**src/rtl/mem_fu.sv**
```systemverilog
// Memory functional unit: takes one load/store packet at a time from the LSQ,
// performs the data-cache access and returns the result over the CDB.

package mem_fu_pkg;
  localparam int MEM_XLEN      = 32;
  localparam int MEM_ROB_DEPTH = 16;
  localparam int MEM_ROB_TAG_W = $clog2(MEM_ROB_DEPTH);

  // funct3-style encoding: bits [1:0] give the access size, bit 2 marks zero-extend
  typedef enum logic [2:0] {
    MEM_B  = 3'b000,
    MEM_H  = 3'b001,
    MEM_W  = 3'b010,
    MEM_BU = 3'b100,
    MEM_HU = 3'b101
  } mem_op_t;

  typedef struct packed {
    logic                valid;
    logic [MEM_XLEN-1:0] pc;
    logic [31:0]         insn;
    logic [MEM_XLEN-1:0] mem_addr;
    logic [3:0]          mem_rmask;
    logic [3:0]          mem_wmask;
    logic [MEM_XLEN-1:0] mem_rdata;
    logic [MEM_XLEN-1:0] mem_wdata;
  } rvfi_t;

  typedef struct packed {
    logic                     valid;
    mem_op_t                  mem_op;
    logic                     ls;       // 1 = store, 0 = load
    logic [MEM_XLEN-1:0]      rs1_v;
    logic [MEM_XLEN-1:0]      rs2_v;
    logic [MEM_XLEN-1:0]      offset;
    logic [MEM_ROB_TAG_W-1:0] rob_tag;
    rvfi_t                    rvfi;
  } fu_pkt_t;

  typedef struct packed {
    logic                     valid;
    logic [MEM_ROB_TAG_W-1:0] rob_tag;
    logic [MEM_XLEN-1:0]      data;
  } cdb_t;
endpackage

module mem_fu
  import mem_fu_pkg::*;
#(
  parameter int XLEN      = MEM_XLEN,
  parameter int ROB_TAG_W = MEM_ROB_TAG_W
) (
  input  logic            clk,
  input  logic            rst,
  input  logic            flush,
  input  fu_pkt_t         mem_pkt,
  output logic            backpressure,
  output logic [XLEN-1:0] dmem_addr,
  output logic [3:0]      dmem_rmask,
  output logic [3:0]      dmem_wmask,
  output logic [XLEN-1:0] dmem_wdata,
  input  logic [XLEN-1:0] dmem_rdata,
  input  logic            dmem_resp,
  output logic            cdb_req,
  input  logic            cdb_grant,
  output cdb_t            cdb_out,
  output rvfi_t           rvfi_out
);

  typedef enum logic [2:0] {IDLE, REQ, WAIT, DONE, DRAIN} state_t;

  state_t state_reg, state_next;
  logic   accept;

  // Decode of the incoming packet
  logic [XLEN-1:0] eaddr;
  logic [1:0]      sh;
  logic [3:0]      size_mask;
  logic            misaligned;
  logic [3:0]      rmask_new, wmask_new;
  logic [XLEN-1:0] wdata_new;
  rvfi_t           rvfi_new;

  // Latched operation
  logic [XLEN-1:0]      addr_reg, wdata_reg, data_reg;
  logic [3:0]           rmask_reg, wmask_reg;
  logic [1:0]           sh_reg;
  mem_op_t              op_reg;
  logic                 ls_reg;
  logic [ROB_TAG_W-1:0] tag_reg;
  rvfi_t                rvfi_reg;

  logic [XLEN-1:0] ld_shift, ld_data;

  // Effective address, byte-lane mask and alignment check of the offered packet
  always_comb begin
    eaddr      = mem_pkt.rs1_v + mem_pkt.offset;
    sh         = eaddr[1:0];
    size_mask  = 4'b0000;
    misaligned = 1'b1;
    case (mem_pkt.mem_op[1:0])
      2'b00: begin size_mask = 4'b0001 << sh; misaligned = 1'b0;          end
      2'b01: begin size_mask = 4'b0011 << sh; misaligned = sh[0];         end
      2'b10: begin size_mask = 4'b1111;       misaligned = (sh != 2'b00); end
      default: ;
    endcase
    // Misaligned ops never touch the cache, so every mask stays clear for them
    rmask_new = (misaligned || mem_pkt.ls)  ? 4'b0000 : size_mask;
    wmask_new = (misaligned || !mem_pkt.ls) ? 4'b0000 : size_mask;
    wdata_new = (misaligned || !mem_pkt.ls) ? '0 : (mem_pkt.rs2_v << {sh, 3'b000});
    rvfi_new           = mem_pkt.rvfi;
    rvfi_new.mem_addr  = {eaddr[XLEN-1:2], 2'b00};
    rvfi_new.mem_rmask = rmask_new;
    rvfi_new.mem_wmask = wmask_new;
    rvfi_new.mem_wdata = wdata_new;
    rvfi_new.mem_rdata = '0;
  end

  // Bring the addressed bytes down to bit 0 and extend to full width
  always_comb begin
    ld_shift = dmem_rdata >> {sh_reg, 3'b000};
    case (op_reg)
      MEM_B:   ld_data = {{(XLEN-8){ld_shift[7]}}, ld_shift[7:0]};
      MEM_H:   ld_data = {{(XLEN-16){ld_shift[15]}}, ld_shift[15:0]};
      MEM_BU:  ld_data = {{(XLEN-8){1'b0}}, ld_shift[7:0]};
      MEM_HU:  ld_data = {{(XLEN-16){1'b0}}, ld_shift[15:0]};
      default: ld_data = ld_shift;
    endcase
  end

  // Next state, backpressure and accept; flush outranks both accept and grant
  always_comb begin
    state_next = state_reg;
    case (state_reg)
      IDLE:    backpressure = 1'b0;
      DONE:    backpressure = !cdb_grant;
      default: backpressure = 1'b1;
    endcase
    if (flush) backpressure = 1'b1;
    accept = mem_pkt.valid && !backpressure;

    if (flush) begin
      case (state_reg)
        WAIT, DRAIN: state_next = dmem_resp ? IDLE : DRAIN;
        default:     state_next = IDLE;
      endcase
    end else begin
      case (state_reg)
        IDLE:    if (accept) state_next = misaligned ? DONE : REQ;
        REQ:     state_next = WAIT;
        WAIT:    if (dmem_resp) state_next = DONE;
        DONE:    if (cdb_grant) state_next = accept ? (misaligned ? DONE : REQ) : IDLE;
        DRAIN:   if (dmem_resp) state_next = IDLE;
        default: state_next = IDLE;
      endcase
    end
  end

  // State register
  always_ff @(posedge clk) begin
    if (rst) state_reg <= IDLE;
    else     state_reg <= state_next;
  end

  // Latch the packet on accept, capture the load result on the cache response
  always_ff @(posedge clk) begin
    if (rst) begin
      addr_reg  <= '0;
      wdata_reg <= '0;
      data_reg  <= '0;
      rmask_reg <= '0;
      wmask_reg <= '0;
      sh_reg    <= '0;
      op_reg    <= MEM_W;
      ls_reg    <= 1'b0;
      tag_reg   <= '0;
      rvfi_reg  <= '0;
    end else if (accept) begin
      addr_reg  <= {eaddr[XLEN-1:2], 2'b00};
      wdata_reg <= wdata_new;
      data_reg  <= '0;
      rmask_reg <= rmask_new;
      wmask_reg <= wmask_new;
      sh_reg    <= sh;
      op_reg    <= mem_pkt.mem_op;
      ls_reg    <= mem_pkt.ls;
      tag_reg   <= mem_pkt.rob_tag;
      rvfi_reg  <= rvfi_new;
    end else if (state_reg == WAIT && dmem_resp && !flush) begin
      data_reg           <= ls_reg ? '0 : ld_data;
      rvfi_reg.mem_rdata <= ls_reg ? '0 : dmem_rdata;
    end
  end

  // Cache request lines live only in an unflushed REQ cycle; result only in DONE
  always_comb begin
    dmem_addr  = '0;
    dmem_rmask = 4'b0000;
    dmem_wmask = 4'b0000;
    dmem_wdata = '0;
    if (state_reg == REQ && !flush) begin
      dmem_addr  = addr_reg;
      dmem_rmask = rmask_reg;
      dmem_wmask = wmask_reg;
      dmem_wdata = wdata_reg;
    end
    cdb_req  = (state_reg == DONE);
    cdb_out  = '0;
    rvfi_out = '0;
    if (state_reg == DONE) begin
      cdb_out.valid   = 1'b1;
      cdb_out.rob_tag = tag_reg;
      cdb_out.data    = data_reg;
      rvfi_out        = rvfi_reg;
    end
  end

endmodule

```
**config.mk**
```make
export PLATFORM = sky130hd
export DESIGN_NAME = mem_fu
export DESIGN_NICKNAME = d
export VERILOG_FILES = /design/src/rtl/mem_fu.sv
export SDC_FILE = /design/constraint.sdc
export NUM_CORES = 1
export LEC_CHECK = 0
export BUFFER_PORTS_ARGS = -buffer_cell sky130_fd_sc_hd__buf_2
export CORE_AREA = 2 2 231 233
export DETAILED_ROUTE_END_ITERATION = 10
export DIE_AREA = 0 0 233 235
export GPL_ROUTABILITY_DRIVEN = 0
export HOLD_SLACK_MARGIN = 0.12
export MAX_ROUTING_LAYER = met4
export SYNTH_ARGS = -nofsm -noshare
export SYNTH_HDL_FRONTEND = slang
export SYNTH_SLANG_ARGS = --single-unit
```
**constraint.sdc**
```tcl
create_clock -name clk -period 2.9 [get_ports clk]
set_input_delay 0.29 -clock clk [delete_from_list [all_inputs] [get_ports clk]]
set_output_delay 0.29 -clock clk [all_outputs]
set_load 0.005 [all_outputs]
```
==> metrics <==
GRT busiest layer met2; FILL cells 5,490; sum of negative setup slack 0 ns; Slew headroom 36.2%; Tightest Pin Transition 0.955 ns; CP max stage cell dfxtp_1; flop-to-flop setup slack ~0.61 ns; final core occ 32.6%; final period utilization 93.5%; pre-CTS setup slack between 0.1 and 0.15 ns; Async S/R FF share, synth 0%; Power Dens Cells roughly 470 mW/mm^2; total number of vias 13,319; Cell Chain, Critical Path nand2_1 -> or2_2 -> inv_8 -> buf_12 -> and2_1 -> buf_2; num rows 84; Die W ~230 um; Syn Area/Cell around 7.7 sq um; vias in the first global route 12,753; final hold vios 0; first-pass GRT wire length ~75,000 um; post-route clock skew 0.0113 ns; Max Freq between 0.3 and 0.4 GHz; Worst path top cell family by delay simple AND/OR/NAND/NOR gates; total core area about 0.052 sq mm; Seq/Total Area, Yosys 35.4%; CP max FO 65; Buf/Inv on CP 3; max-slew violation count 0; yosys synthesis warning count 0; share of cells above drive strength 1 27.9%; Mapped Cells 1,566; final WL 50,500 um; Hold Crit Class input port to flop; IO Port Bufs 482; Largest register FFs 137; M3 GR Usage under 10%; EDFF count, synth 0; Boundary Pins approximately 590; routed len/inst 18.0 um; DRC viols 0; Synth cell types 74; CTS H-tree depth 1; post-synth top area share 35.4%; total CTS buffers 27; max_cap viols 0; Setup crit end kind output pin; worst endpoint required time ~2.6 ns; RSZ-0062 raised after global routing no; Worst Setup Start Kind flop; Root Buffer clkbuf_16; synth top area cells dfxtp_1 (35%), and2_1 (14%), nand2_1 (8.2%), a21oi_1 (6.8%), nor2_1 (3.6%); Crit path largest cell delay between 0.4 and 0.5 ns; outcome finished, final reports clean; Hold Slack between 0.15 and 0.2 ns; main flop type after synthesis dfxtp_1; WS Path Type flop to output pin; most common cell in the netlist and2_1; HPWL after detailed placement 36,800 um; initial antenna violation count 4; Die Span Y 235 um; fin crit period 2.71 ns; Post-Place Cell Area 0.0151 sq mm; met1 Use GR 22.7%; final net count 2,425; CP Data Arrival Time roughly 2.4 ns; # Post-CTS Setup Buffers 0; Mapped Area about 0.012 sq mm; endpoints failing setup 0; pin count of the biggest net entering global routing 98; CTS tree done; Final Instance Area approximately 0.017 sq mm; clock sink count 212; vias per cell about 4.8; Clock transition at path regs 0.06 ns; Lkg Pwr 7.86 nW; post-synthesis register bit count 212; GRT met2 Usage 28.5%; die area 0.0548 sq mm; antenna viol nets, final 0; setup ws final approximately 0.19 ns; drt first pass iters 5; Iter 0 DRT Violations 1,068; insertion delay to the later sink of the worst-skew pair 0.56 ns; Max Root-Sink Buffers 3; Tot GR Track Use ~18%; Worst VDD drop 371 uV; Initial Util 23.0%; Commonest cells post-synth and2_1 (274), nand2_1 (262), dfxtp_1 (212); grt ovf 0; largest area contributor in the netlist dfxtp_1; Area Overhead vs Synth 41.8%
-- routing by layer --
layer,vias to the layer above,wire length [um]
li1,6358,-
met2,603,23100
met3,106,3940
met1,6252,21900
met5,-,0
met4,0,1590
-- worst min-delay path, stage by stage --
cell,delay [ns]
buf_2,0.08
xnor2_1,0.11
nor2_1,0.11
a211oi_1,0.08
-- cell type report --
| class | count | area (sq um) | area share, % |
|---|---|---|---|
| clock inverters | 16 | 179 | 1.05 |
| well taps | 688 | 861 | 5.06 |
| diodes | 6 | 15.0 | 0.0882 |
| repair buffers | 612 | 3710 | 21.8 |
| flip-flops and latches | 212 | 4250 | 24.9 |
| clock buffers | 34 | 752 | 4.42 |
| inverters | 8 | 37.5 | 0.221 |
| multi-input cells | 1221 | 7220 | 42.4 |
-- cells in the final DEF (no fill, tap or decap), types with 4 or more instances in the layout --
cell type      count
clkbuf_16         27
o21a_1             8
diode_2            6
buf_4             25
o21ai_0           62
nor3_1             6
nand4_1            4
ha_1              30
nand3_1           11
or3_1              5
a211o_1           10
a32oi_1            7
buf_12             5
a31oi_1            4
dlygate4sd3_1    101
a32o_1             9
inv_1              6
nand2_1          262
clkinv_4           4
and2_1           274
nor3b_1           33
and3_1             5
xor2_1             9
mux2i_1           40
o211ai_1           5
buf_2            481
nor2b_1           13
dfxtp_1          211
o21bai_1           7
a22oi_1           26
a21oi_1          162
clkinv_2           6
a211oi_1          10
clkbuf_8           5
nor2_1           113
a21o_1            15
conb_1             4
xnor2_1           10
a22o_1            17
-- power breakdown --
group | total, mW | switching [mW] | internal (mW) | leakage (nW)
Clock | 3.52 | 1.41 | 2.11 | 0.458
Sequential | 3.10 | 0.0858 | 3.02 | 1.72
Combinational | 1.33 | 0.767 | 0.564 | 5.68
Total | 7.95 | 2.26 | 5.69 | 7.86
-- timing repair --
| action | 4_1_cts | 5_1_grt |
|---|---|---|
| hold buffers | 101 | 0 |
| endpoints found under the setup margin | 6 | 112 |
| endpoints found under the hold margin | 111 | 0 |
| cloned | 0 | 0 |
| resized for setup | 1 | 2 |
-- stage by stage --
stage / instances / power, mW
3_3_place_gp: 2640 / 4.35
5_1_grt: 2795 / 8.35
6_report: 2797 / 7.95
2_1_floorplan: 1569 / 3.89
3_5_place_dp: 2640 / 4.37
4_1_cts: 2791 / 8.08
-- path summary, 6_finish.rpt --
path,start,end,cells after the start
setup / recovery,state_reg[0]$_SDFFE_PP0P_,rvfi_out[168],6
hold reg to reg,rvfi_reg[157]$_SDFFE_PP0P_,rvfi_reg[157]$_SDFFE_PP0P_,2
hold / removal,mem_pkt[268],addr_reg[31]$_SDFFE_PP0P_,4
setup reg to reg,state_reg[0]$_SDFFE_PP0P_,rvfi_reg[4]$_SDFFE_PP0P_,6
-- kinds of logic after synthesis --
group / share of synthesized area, %
AOI/OAI and AO/OA: 19.6
xor gates and xnor gates: 1.39
adders and majority gates: 3.40
buffers and inverters: 4.81
DFF: 35.4
muxes: 3.52
other: 0.0312
and+or+nand+nor: 31.9
No activity file was read; power rests on OpenSTA's default activity.
